$ cat config.mk
export PLATFORM = sky130hd
export DESIGN_NAME = fifo_rd_stream
export DESIGN_NICKNAME = d
export VERILOG_FILES = /design/src/rtl/fifo_rd_stream_pkg.sv /design/src/rtl/fifo_rd_stream_skid_buf2.sv /design/src/rtl/fifo_rd_stream.sv
export SDC_FILE = /design/constraint.sdc
export NUM_CORES = 1
export LEC_CHECK = 0
export CAP_MARGIN = 20
export CORE_MARGIN = 4
export CORE_UTILIZATION = 53
export DETAILED_ROUTE_END_ITERATION = 16
export PLACE_DENSITY = 0.94
export SLEW_MARGIN = 10
export SYNTH_ARGS = -nofsm -noshare
export SYNTH_HDL_FRONTEND = slang
export SYNTH_SLANG_ARGS = --single-unit
$ cat constraint.sdc
create_clock -name clk -period 4 [get_ports clk]
set_clock_uncertainty 0.1 [all_clocks]
set_input_delay 0.4 -clock clk [delete_from_list [all_inputs] [get_ports clk]]
set_output_delay 0.4 -clock clk [all_outputs]
set_load 0.01 [all_outputs]
$ cat src/rtl/fifo_rd_stream_pkg.sv
// -----------------------------------------------------------------------------
// fifo_rd_stream_pkg
// Shared constants and helpers for the FIFO read-stream drain stage.
//   BUF_DEPTH   : entries in the output buffer
//   BUF_CNT_W   : width of the buffer occupancy count
//   pkt_wrap()  : next beat index inside a packet of a given length
// -----------------------------------------------------------------------------
package fifo_rd_stream_pkg;

  localparam int BUF_DEPTH = 2;
  localparam int BUF_CNT_W = $clog2(BUF_DEPTH + 1);

  // Advance a beat index, wrapping to 0 after the last beat of the packet.
  function automatic logic [31:0] pkt_wrap(input logic [31:0] cnt,
                                           input logic [31:0] len);
    return (cnt == len - 32'd1) ? 32'd0 : cnt + 32'd1;
  endfunction

endpackage

$ cat src/rtl/fifo_rd_stream_skid_buf2.sv
// -----------------------------------------------------------------------------
// skid_buf2
// Two-entry in-order register buffer. The head entry is always entry 0, so the
// consumer sees a registered value with no read mux.
//   clk, rst   : clock, synchronous active-high reset
//   push       : write push_data at the tail this cycle
//   push_data  : entry to write
//   pop        : retire the head this cycle (only legal while cnt > 0)
//   head       : current head entry (registered)
//   cnt        : occupancy, 0..BUF_DEPTH
// -----------------------------------------------------------------------------
module skid_buf2
  import fifo_rd_stream_pkg::*;
#(
  parameter type T = logic
) (
  input  logic                 clk,
  input  logic                 rst,
  input  logic                 push,
  input  T                     push_data,
  input  logic                 pop,
  output T                     head,
  output logic [BUF_CNT_W-1:0] cnt
);

  localparam logic [BUF_CNT_W-1:0] FULL = BUF_CNT_W'(BUF_DEPTH);

  T e0;
  T e1;

  // NOTE: sequential state is written with non-blocking assignments so every
  // register samples the pre-edge values regardless of statement order.
  always_ff @(posedge clk) begin
    if (rst) begin
      cnt <= '0;
      // NOTE: the data entries are reset as well because the head drives
      // out_data directly and must read 0 after reset; with only two entries
      // the reset cost is negligible.
      e0  <= '0;
      e1  <= '0;
    end else begin
      unique case ({push, pop})
        2'b10: begin
          // An empty buffer takes the word straight into the head slot.
          if (cnt == '0) e0 <= push_data;
          else           e1 <= push_data;
          cnt <= cnt + 1'b1;
        end
        2'b01: begin
          e0  <= e1;
          cnt <= cnt - 1'b1;
        end
        2'b11: begin
          // Head advances to the entry behind it; the new word becomes the tail.
          if (cnt == FULL) begin
            e0 <= e1;
            e1 <= push_data;
          end else begin
            e0 <= push_data;
          end
        end
        default: ;
      endcase
    end
  end

  assign head = e0;

endmodule

$ cat src/rtl/fifo_rd_stream.sv
// -----------------------------------------------------------------------------
// fifo_rd_stream
// Drain stage for fifo_single_clock_reg_v1. Issues read requests, absorbs the
// FIFO read latency and presents the words as a valid/ready stream at one beat
// per cycle, with out_last marking every PKT_LEN-th beat.
//
// Build option: define FIFO_RD_STREAM_FWFT_EN when the upstream FIFO runs in
// first-word-fall-through mode (ff_r_req acts as an acknowledge and the word
// is captured in the same cycle). Undefined: normal mode, 1-cycle read latency.
//
// Ports:
//   clk        : clock
//   rst        : synchronous reset, active-high
//   ena        : read enable; buffered data still drains while low
//   ff_empty   : FIFO empty flag
//   ff_r_req   : FIFO read request (combinational, depends on out_ready)
//   ff_r_data  : FIFO read data
//   out_valid  : stream beat valid
//   out_ready  : stream consumer ready
//   out_data   : stream data (buffer head)
//   out_last   : last beat of packet, travels with out_data
//   buf_cnt    : output buffer occupancy, 0..2
//   beat_cnt   : beats transferred in the current packet, 0..PKT_LEN-1
// -----------------------------------------------------------------------------
module fifo_rd_stream
  import fifo_rd_stream_pkg::*;
#(
  parameter  int DATA_W  = 16,
  parameter  int PKT_LEN = 4,
  localparam int CNT_W   = $clog2(PKT_LEN + 1)
) (
  input  logic              clk,
  input  logic              rst,
  input  logic              ena,
  input  logic              ff_empty,
  output logic              ff_r_req,
  input  logic [DATA_W-1:0] ff_r_data,
  output logic              out_valid,
  input  logic              out_ready,
  output logic [DATA_W-1:0] out_data,
  output logic              out_last,
  output logic [1:0]        buf_cnt,
  output logic [CNT_W-1:0]  beat_cnt
);

  typedef struct packed {
    logic [DATA_W-1:0] data;
    logic              last;
  } entry_t;

  localparam logic [CNT_W-1:0] LAST_IDX = CNT_W'(PKT_LEN - 1);

  logic             pop;
  logic             push;
  logic             inflight;
  logic [2:0]       occupancy;
  logic [CNT_W-1:0] wr_cnt;
  entry_t           push_entry;
  entry_t           head;

  assign pop = out_valid & out_ready;

  // Credit check: words held plus words on their way, less the one leaving
  // this cycle, must leave room for one more.
  assign occupancy = 3'(buf_cnt) + 3'(inflight) - 3'(pop);
  assign ff_r_req  = ~rst & ena & ~ff_empty & (occupancy < 3'(BUF_DEPTH));

`ifdef FIFO_RD_STREAM_FWFT_EN
  // Data is already presented; the request is the acknowledge.
  assign inflight = 1'b0;
  assign push     = ff_r_req;
`else
  // Normal mode: the word requested this cycle arrives next cycle.
  always_ff @(posedge clk) begin
    if (rst) inflight <= 1'b0;
    else     inflight <= ff_r_req;
  end
  assign push = inflight;
`endif

  // The last flag is decided when the word enters the buffer, so it is stored
  // beside the data. Since the buffer is in order, wr_cnt at push time equals
  // beat_cnt when that entry reaches the head.
  always_ff @(posedge clk) begin
    if (rst) begin
      wr_cnt   <= '0;
      beat_cnt <= '0;
    end else begin
      if (push) wr_cnt   <= CNT_W'(pkt_wrap(32'(wr_cnt),   32'(PKT_LEN)));
      if (pop)  beat_cnt <= CNT_W'(pkt_wrap(32'(beat_cnt), 32'(PKT_LEN)));
    end
  end

  assign push_entry = '{data: ff_r_data, last: (wr_cnt == LAST_IDX)};

  skid_buf2 #(
    .T (entry_t)
  ) u_buf (
    .clk       (clk),
    .rst       (rst),
    .push      (push),
    .push_data (push_entry),
    .pop       (pop),
    .head      (head),
    .cnt       (buf_cnt)
  );

  assign out_valid = (buf_cnt != 2'd0);
  assign out_data  = head.data;
  assign out_last  = head.last;

endmodule

* After elaboration in Yosys (flattened, before gate mapping) *
Index checks and enable logic that the tools add are counted.

storage, ports and cells
  logic and storage cells = 46
  output and inout port bits = 24
  register bits after elaboration = 43
  bits of input ports = 21

cells by class
  reductions and logical operators = 7
  add/sub/neg operators = 6
  multiplexer cells = 9
  $lt $le $gt $ge = 1
  equality and inequality tests = 9
  bitwise logic cells = 6

operators with widths
  operator                                                                 count
  17-bit 2-to-1 mux                                                        4
  17-bit one-hot mux with 3 select lines                                   1
  17-bit one-hot mux with 2 select lines                                   1
  3-bit by 1-bit adder with 3-bit output, second input constant            2
  2-bit == test, second input constant                                     3
  3-bit by 2-bit == test with 1-bit output, second input constant          2
  3-bit 2-to-1 mux                                                         2
  2-bit nonzero test                                                       3
  1-bit bitwise AND                                                        4
  2-bit by 1-bit inequality test with 1-bit output, second input constant  2
  2-bit one-hot mux with 2 select lines                                    1
  2-bit by 1-bit adder with 3-bit output                                   1
  3-bit by 2-bit < comparator with 1-bit output, second input constant     1
  3-bit AND reduction                                                      1
  3-bit nonzero test                                                       1
  3-bit by 1-bit subtractor with 3-bit output                              1
  2-bit by 1-bit adder with 2-bit output, second input constant            1
  2-bit by 1-bit == test with 1-bit output, second input constant          1
  2-bit logical NOT                                                        1
  2-bit inequality test, second input constant                             1
  1-bit NOT                                                                2
  2-bit AND reduction                                                      1
  2-bit by 1-bit subtractor with 2-bit output, second input constant       1

* Longest topological paths before layout *
Gate-level depths: netlist of run 1.

  word-level depth = 5
  gate-level depth with buffers = 7
  depth with buffers taken out = 6

* Cells and area by module *
A second synthesis of run 1 with hierarchy kept.

second synthesis, totals
  cells, all modules = 260
  area total of the unflattened synthesis = 2324.7 µm²

modules (own cells, without submodules)
  module          cells each  instances  sequential area each (µm²)  area each (µm²)
  skid_buf2       221         1          720.7                       1944.4
  fifo_rd_stream  39          1          140.1                       380.4

* Least setup slack after synthesis of run 1 *
Ideal clock, no wire load.

  path kind = flip-flop to output port
  start = reg u_buf.cnt[1]
  end = out ff_r_req
  data required time = 3.500 ns
  stages on the path, launching flop included = 8
  arrival time = 1.948 ns
  path buffers = 1
  setup slack = 1.552 ns
  cell sequence = dfxtp_1 -> buf_6 -> and3b_1 -> nand2b_1 -> nand2_1 -> fa_1 -> nand2_1 -> nor4_1

between the ends
  cells in the longest elaborated chain, start to end = 5
  elaborated cells on any way between the ends = 6
  those cells by class = add/sub: 2; order compare: 1; bitwise: 2; reduce/logical: 1

RTL lines
  what                                                                            RTL line                        text
  from (decl)                                                                     fifo_rd_stream_skid_buf2.sv:23  output logic [BUF_CNT_W-1:0] cnt
  from (signal assigned)                                                          fifo_rd_stream_skid_buf2.sv:47  cnt <= cnt + 1'b1;
  from (signal assigned)                                                          fifo_rd_stream_skid_buf2.sv:51  cnt <= cnt - 1'b1;
  branches (longest 2 deep; another with 2-bit by 1-bit adder with 3-bit output)  -
  3-bit by 1-bit subtractor with 3-bit output *                                   fifo_rd_stream.sv:65            assign occupancy = 3'(buf_cnt) + 3'(inflight) - 3'(pop);
  3-bit by 2-bit < comparator with 1-bit output *                                 fifo_rd_stream.sv:66            assign ff_r_req = ~rst & ena & ~ff_empty & (occupancy < 3'(BUF_DEPTH));
  1-bit bitwise AND *                                                             fifo_rd_stream.sv:66
  to (decl)                                                                       fifo_rd_stream.sv:36            output logic ff_r_req,

Every way passes the cells marked *.

* Worst setup path after layout of run 1 *
  start = in out_ready
  end = out ff_r_req

between the ends
  cells in the longest elaborated chain, start to end = 4

RTL lines
  what                                           RTL line              text
  from (decl)                                    fifo_rd_stream.sv:39  input logic out_ready,
  1-bit bitwise AND                              fifo_rd_stream.sv:61  assign pop = out_valid & out_ready;
  3-bit by 1-bit subtractor with 3-bit output    fifo_rd_stream.sv:65
  3-bit by 2-bit < comparator with 1-bit output  fifo_rd_stream.sv:66
  1-bit bitwise AND                              fifo_rd_stream.sv:66

No other way between the ends.

==> results.cfg, run 1 <==
[outcome]
outcome = completed

[synthesis]
ys_ff_latch = 43
synth_most_common_cell = dfxtp_1
synth_cells = 232
synth_nets = 256
synthTopCellsByArea = dfxtp_1 (43%), o22ai_1 (9.5%), nand2_1 (8.0%)
synth_top_area_share_pct = 43.4
synth_top_cell_by_area = dfxtp_1
postSynth.topFlopCell = dfxtp_1
mappedNetlistArea_um2 = 1980
async_flop_share_pct = 0
ys_seq_area_share_pct = 43.4
avgSynthCellArea_um2 = 8.54
synth_edf_count = 0
synth_cell_types = 35
synth_commonest_cells = dfxtp_1 (43), nand2_1 (42), o22ai_1 (30), a21oi_1 (21), o221ai_1 (12)
ys_warn_count = 0

[place]
dpl_worst_slack_ns = 0.622
dpl.hpwl_mm = 3.41
place_congestion = 0.811
dp_cells = 306
port_buffers = 44

[timing]
rsz0062_at_grt = false
hold_violations = 0
finalCriticalPeriod_ns = 3.38
worst_slack_ns = 0.620
maxSlewViolCount = 0
setup_viol = 0
finalSetupTns_ns = 0
worstMarginPinSlew_ns = 0.731
slew_headroom_pct = 51.2
fin_crit_sh_pct = 84.5
fmax_mhz = 296

[floorplan]
die-height_um = 69.2
die_w_um = 69.2
coreArea_um2 = 3470
start_util_pct = 57.1
die_area_um2 = 4780
pin_count = 45
rows = 21

[drt]
wl_per_cell_um = 16.5
postRouteAntennaNets = 0
vias = 1978
first_pass_iters = 6
drt_wl_total_mm = 5.18
first_iter_violations = 199
drc_errors = 0
viasPerCell = 6.30

[cells_and_area]
post-route-util_pct = 72.7
instances_no_fill = 314
area_growth_pct = 27.1
final_layout_size_suffix_gt1_share_pct = 6.72
layout.nets = 291
antenna_cells = 0

[clock_network]
cts_resized = 0
path_clk_slew_ns = 0.09
htree_levels = 2
cts_tree = done
holdBufCountCts = 0
cts-buffers-inserted = 5
post_cts_buffers = 0
clockBufferDepth = 2
cts_num_sinks = 43
clock-root-buffer = clkbuf_8
insertion_delay_ns = 0.30

[critical_path]
cp.required_ns = 3.50
path_cells = clkdlybuf4s50_1 -> buf_4 -> nand2b_1 -> buf_4 -> nand2b_1 -> nand2_1 -> fa_1 -> nand2_1 -> nor4_1 -> clkdlybuf4s50_1
path_class = input pin to output port
path_buf_inv = 4
path_depth = 10
timing.rr.start = u_buf.cnt[1]$_SDFFE_PP0P_
setup.worst_path.start = out_ready
cpMaxStageDelayCell = clkdlybuf4s50_1
worstSetupEndpointType = output port
cp-start-kind = input pin
rr_worst_depth = 6
cp_max_fo = 14
crit_family = buffers and inverters
crit_path_max_incr_delay_ns = 0.57
arrival_ns = 2.88

[power]
p_seq_share_pct = 49.3
clockPowerShare_pct = 36.1
comb_power_share_pct = 14.6
swShare_pct = 24.8
power.switching_mw = 0.232
total_power_mw = 0.937
vdd_ir_drop_max_uv = 439
power_leakage_nw = 0.857
power_density_nw_per_um2 = 372
p_int_mw = 0.705

[hold_path]
hp-class = flip-flop to flip-flop
hold_start = u_buf.e1[14]$_SDFFE_PP0P_
worstHoldPathCells = 2

[global_route]
gr-total-overflow = 0
grt_pass1_vias = 1918
grt_pass1_wl_mm = 8.85
grt_max_degree = 33
grt_use_total_pct = 22.4
antenna_found_initial = 0

[flow_run]
maxCapViolCount = 0
## stage by stage
stage / area (um^2) / hold WS, ns
final: 2520 / 0.363
after global routing: 2520 / 0.384
after CTS: 2520 / 0.361
after detailed placement: 2410 / 0.349
after global placement: 2410 / 0.342
after floorplan: 1980 / 0.336
## power by group through the flow
| stage | Combinational [mW] | Sequential (mW) | Clock [mW] |
|---|---|---|---|
| floorplan | 0.0658 | 0.473 | 0 |
| global placement | 0.131 | 0.470 | 0 |
| detailed placement | 0.135 | 0.471 | 0 |
| CTS | 0.136 | 0.461 | 0.340 |
| global route | 0.148 | 0.464 | 0.360 |
| finish | 0.137 | 0.462 | 0.339 |
## worst paths after layout
check                              end  slack, ns
min reg2reg  u_buf.e1[14]$_SDFFE_PP0P_       0.36
max                           ff_r_req       0.62
max reg2reg   u_buf.e1[4]$_SDFFE_PP0P_       1.82
min          u_buf.e1[14]$_SDFFE_PP0P_       0.36
## cells by family after synthesis
logic type | Yosys count | share of synthesized area (%)
buffers and inverters | 27 | 6.69
adder cells (fa/ha/maj) | 3 | 2.27
flip-flops | 43 | 43.4
XOR/XNOR | 2 | 0.884
AO/OA/AOI/OAI | 87 | 29.8
AND/OR/NAND/NOR | 67 | 15.3
multiplexers | 3 | 1.64
## routing by layer
| layer | track usage (%) | vias up | part of all wire, % |
|---|---|---|---|
| li1 | - | 938 | - |
| met1 | 25.9 | 928 | 40 |
| met2 | 40.0 | 102 | 52 |
| met3 | 6.25 | 10 | 7.2 |
| met4 | 6.51 | 0 | 1.0 |
| met5 | 0 | - | 0 |
## state kept, by name (all words and copies together), names as in the netlist
signal      count
wr_cnt          3
inflight        1
u_buf.head     17
u_buf.e1       17
u_buf.cnt       2
beat_cnt        3
## layout by cell type (no fill, tap or decap), types with 2 or more instances in the layout
cell	netlist	routed
clkdlybuf4s50_1	0	44
dfxtp_1	43	43
nand2_1	42	42
o22ai_1	30	30
a21oi_1	21	21
o221ai_1	12	12
a221oi_1	11	11
nor2_1	5	5
nand2b_1	5	5
a211oi_1	5	5
clkbuf_8	0	5
buf_4	0	5
inv_1	4	4
nor3_1	4	4
nand3_1	3	3
inv_2	2	2
nor4_1	2	2
and3_1	2	2
a31oi_1	2	2
mux2_2	2	2
ha_1	2	2
## worst min-delay path, delay by kind of cell (launching register included)
kind,cells,cell delay [ns]
compound gates,1,0.05
flops,1,0.32
simple gates,1,0.05
## final cells by class
cell class	count	area, um^2
fillers	275	948
flip-flops and latches	43	861
inverters	6	22.5
clock inverters	3	43.8
multi-input cells	162	988
clock buffers	5	68.8
well taps	46	57.6
repair buffers	49	478
No activity file was read; power rests on OpenSTA's default activity.
==> run 2, diff against run 1 <==
--- a/config.mk
+++ b/config.mk
@@ -7,9 +7,9 @@
 export LEC_CHECK = 0
 export CAP_MARGIN = 20
 export CORE_MARGIN = 4
-export CORE_UTILIZATION = 53
+export CORE_UTILIZATION = 45
 export DETAILED_ROUTE_END_ITERATION = 16
-export PLACE_DENSITY = 0.94
+export PLACE_DENSITY = 0.86
 export SLEW_MARGIN = 10
 export SYNTH_ARGS = -nofsm -noshare
 export SYNTH_HDL_FRONTEND = slang
==> constraint.sdc (replaced) <==
create_clock -name clk -period 3 [get_ports clk]
set_clock_uncertainty 0.1 [all_clocks]
set_input_delay 0.3 -clock clk [delete_from_list [all_inputs] [get_ports clk]]
set_output_delay 0.3 -clock clk [all_outputs]
set_load 0.01 [all_outputs]
==> run 2 against run 1 <==
Net effect:
- first-iteration DRC count increased by 50%
- largest power group unchanged
- critical path depth decreased by 2
- power increased by 25%
- sequential cell count unchanged
- die area increased by 16%
- setup slack got worse by 0.42 ns
- global-route usage decreased by 1.6 points
- sequential share of layout area decreased by 0.19 points
- cell count increased by 2.9%
- design area increased by 0.55%
==> results.cfg, run 2 (synthesized netlist as in run 1, its figures left out) <==
[drt]
vias = 2008
drc_errors = 0
viasPerCell = 6.22
drt_wl_total_mm = 5.37
first_iter_violations = 298
wl_per_cell_um = 16.6
postRouteAntennaNets = 0
first_pass_iters = 4

[timing]
worst_hold_slack_ns = 0.358
setup_viol = 0
maxSlewViolCount = 0
hold_violations = 0
slew_headroom_pct = 52.0
finalCriticalPeriod_ns = 2.80
worstMarginPinSlew_ns = 0.720
rsz0062_at_grt = false
fmax_mhz = 358
finalSetupTns_ns = 0
fin_crit_sh_pct = 93.2

[cells_and_area]
final_layout_size_suffix_gt1_share_pct = 8.06
area_growth_pct = 27.8
final_design_area_no_fill_um2 = 2530
fillers = 359
layout.nets = 296
final_cell_mix = dfxtp_1 (43), clkdlybuf4s50_1 (43), nand2_1 (42), o22ai_1 (30), a21oi_1 (21)
ff_latch_area_um2 = 861
antenna_cells = 0
multi_input_area_um2 = 988
instances_no_fill = 323

[floorplan]
pin_count = 45
coreArea_um2 = 4120
rows = 23
die_w_um = 74.4
die-height_um = 74.4
die_area_um2 = 5530
start_util_pct = 48.2

[flow_run]
maxCapViolCount = 0

[global_route]
grt_max_degree = 32
antenna_found_initial = 0
grt_pass1_wl_mm = 8.94
gr-total-overflow = 0
grt_use_total_pct = 20.8
grt_pass1_vias = 1913

[hold_path]
worstHoldPathCells = 2
hp-class = flip-flop to flip-flop

[clock_network]
cts-buffers-inserted = 5
path_clk_slew_ns = 0.08
clock-root-buffer = clkbuf_8
clockBufferDepth = 2
post_cts_buffers = 0
holdBufCountCts = 0
cts_tree = done
htree_levels = 2
insertion_delay_ns = 0.30
cts_num_sinks = 43

[power]
p_seq_share_pct = 52.4
power_density_nw_per_um2 = 461
comb_power_share_pct = 16.1
p_int_mw = 0.856
swShare_pct = 26.6
clockPowerShare_pct = 31.5
total_power_mw = 1.17
power.switching_mw = 0.311
vdd_ir_drop_max_uv = 237
power_leakage_nw = 0.868

[critical_path]
arrival_ns = 2.40
cp.required_ns = 2.60
cp_max_fo = 4
worstSetupEndpointType = output port
rr_worst_depth = 6
path_class = input pin to output port
cp-start-kind = input pin

[outcome]
outcome = completed

[place]
place_congestion = 0.813
postPlaceCellArea_um2 = 2450
port_buffers = 44
dp_cells = 315
dpl.hpwl_mm = 3.62
==> run 2: worst max-delay path, stage by stage <==
cell             delay (ns)
clkdlybuf4s50_1        0.52
and3b_1                0.18
nand2b_1               0.16
nand2_1                0.09
fa_1                   0.48
nand2_1                0.07
nor4_1                 0.28
dlygate4sd2_1          0.33
==> run 2: cell type report <==
class                   count  share of cell area, %
inverters                   6                  0.889
flip-flops and latches     43                   34.0
multi-input cells         162                   39.0
repair buffers             54                   20.3
clock buffers               6                   2.86
clock inverters             2                  0.494
well taps                  50                   2.47
==> run 2: routing by layer <==
| metal | global-route usage (%) | vias up | share of wire [%] |
|---|---|---|---|
| li1 | - | 956 | - |
| met4 | 12.8 | 0 | 2.8 |
| met2 | 32.1 | 92 | 50 |
| met5 | 0 | - | 0 |
| met1 | 26.2 | 947 | 40 |
| met3 | 5.00 | 13 | 7.2 |
==> run 2: power by group through the flow <==
stage	Combinational, mW	Sequential, mW	Clock [mW]
after floorplan	0.0878	0.630	0
after global placement	0.182	0.623	0
after detailed placement	0.187	0.624	0
after CTS	0.187	0.611	0.369
after global routing	0.203	0.614	0.397
final	0.188	0.611	0.367
==> run 2: repair_timing <==
item	in CTS	in global routing
endpoints found under the hold margin	0	0
gates resized for setup	1	0
setup endpoints to repair	1	0
==> run 2: worst paths after layout <==
| kind | slack, ns | start | end |
|---|---|---|---|
| max reg2reg | 0.84 | u_buf.cnt[1]$_SDFFE_PP0P_ | u_buf.head[6]$_SDFFE_PP0P_ |
| max | 0.20 | out_ready | ff_r_req |
| min | 0.36 | u_buf.e1[13]$_SDFFE_PP0P_ | u_buf.e1[13]$_SDFFE_PP0P_ |
| min reg2reg | 0.36 | u_buf.e1[13]$_SDFFE_PP0P_ | u_buf.e1[13]$_SDFFE_PP0P_ |
==> run 2: through the flow <==
| stage | utilization (%) | worst slack, ns |
|---|---|---|
| floorplan | - | 0.652 |
| detailed placement | 59.5 | -0.141 |
| global route | 61.6 | 0.0724 |
| finish | 61.6 | 0.204 |
| global placement | 59.5 | 0.0756 |
| CTS | 61.6 | 0.169 |
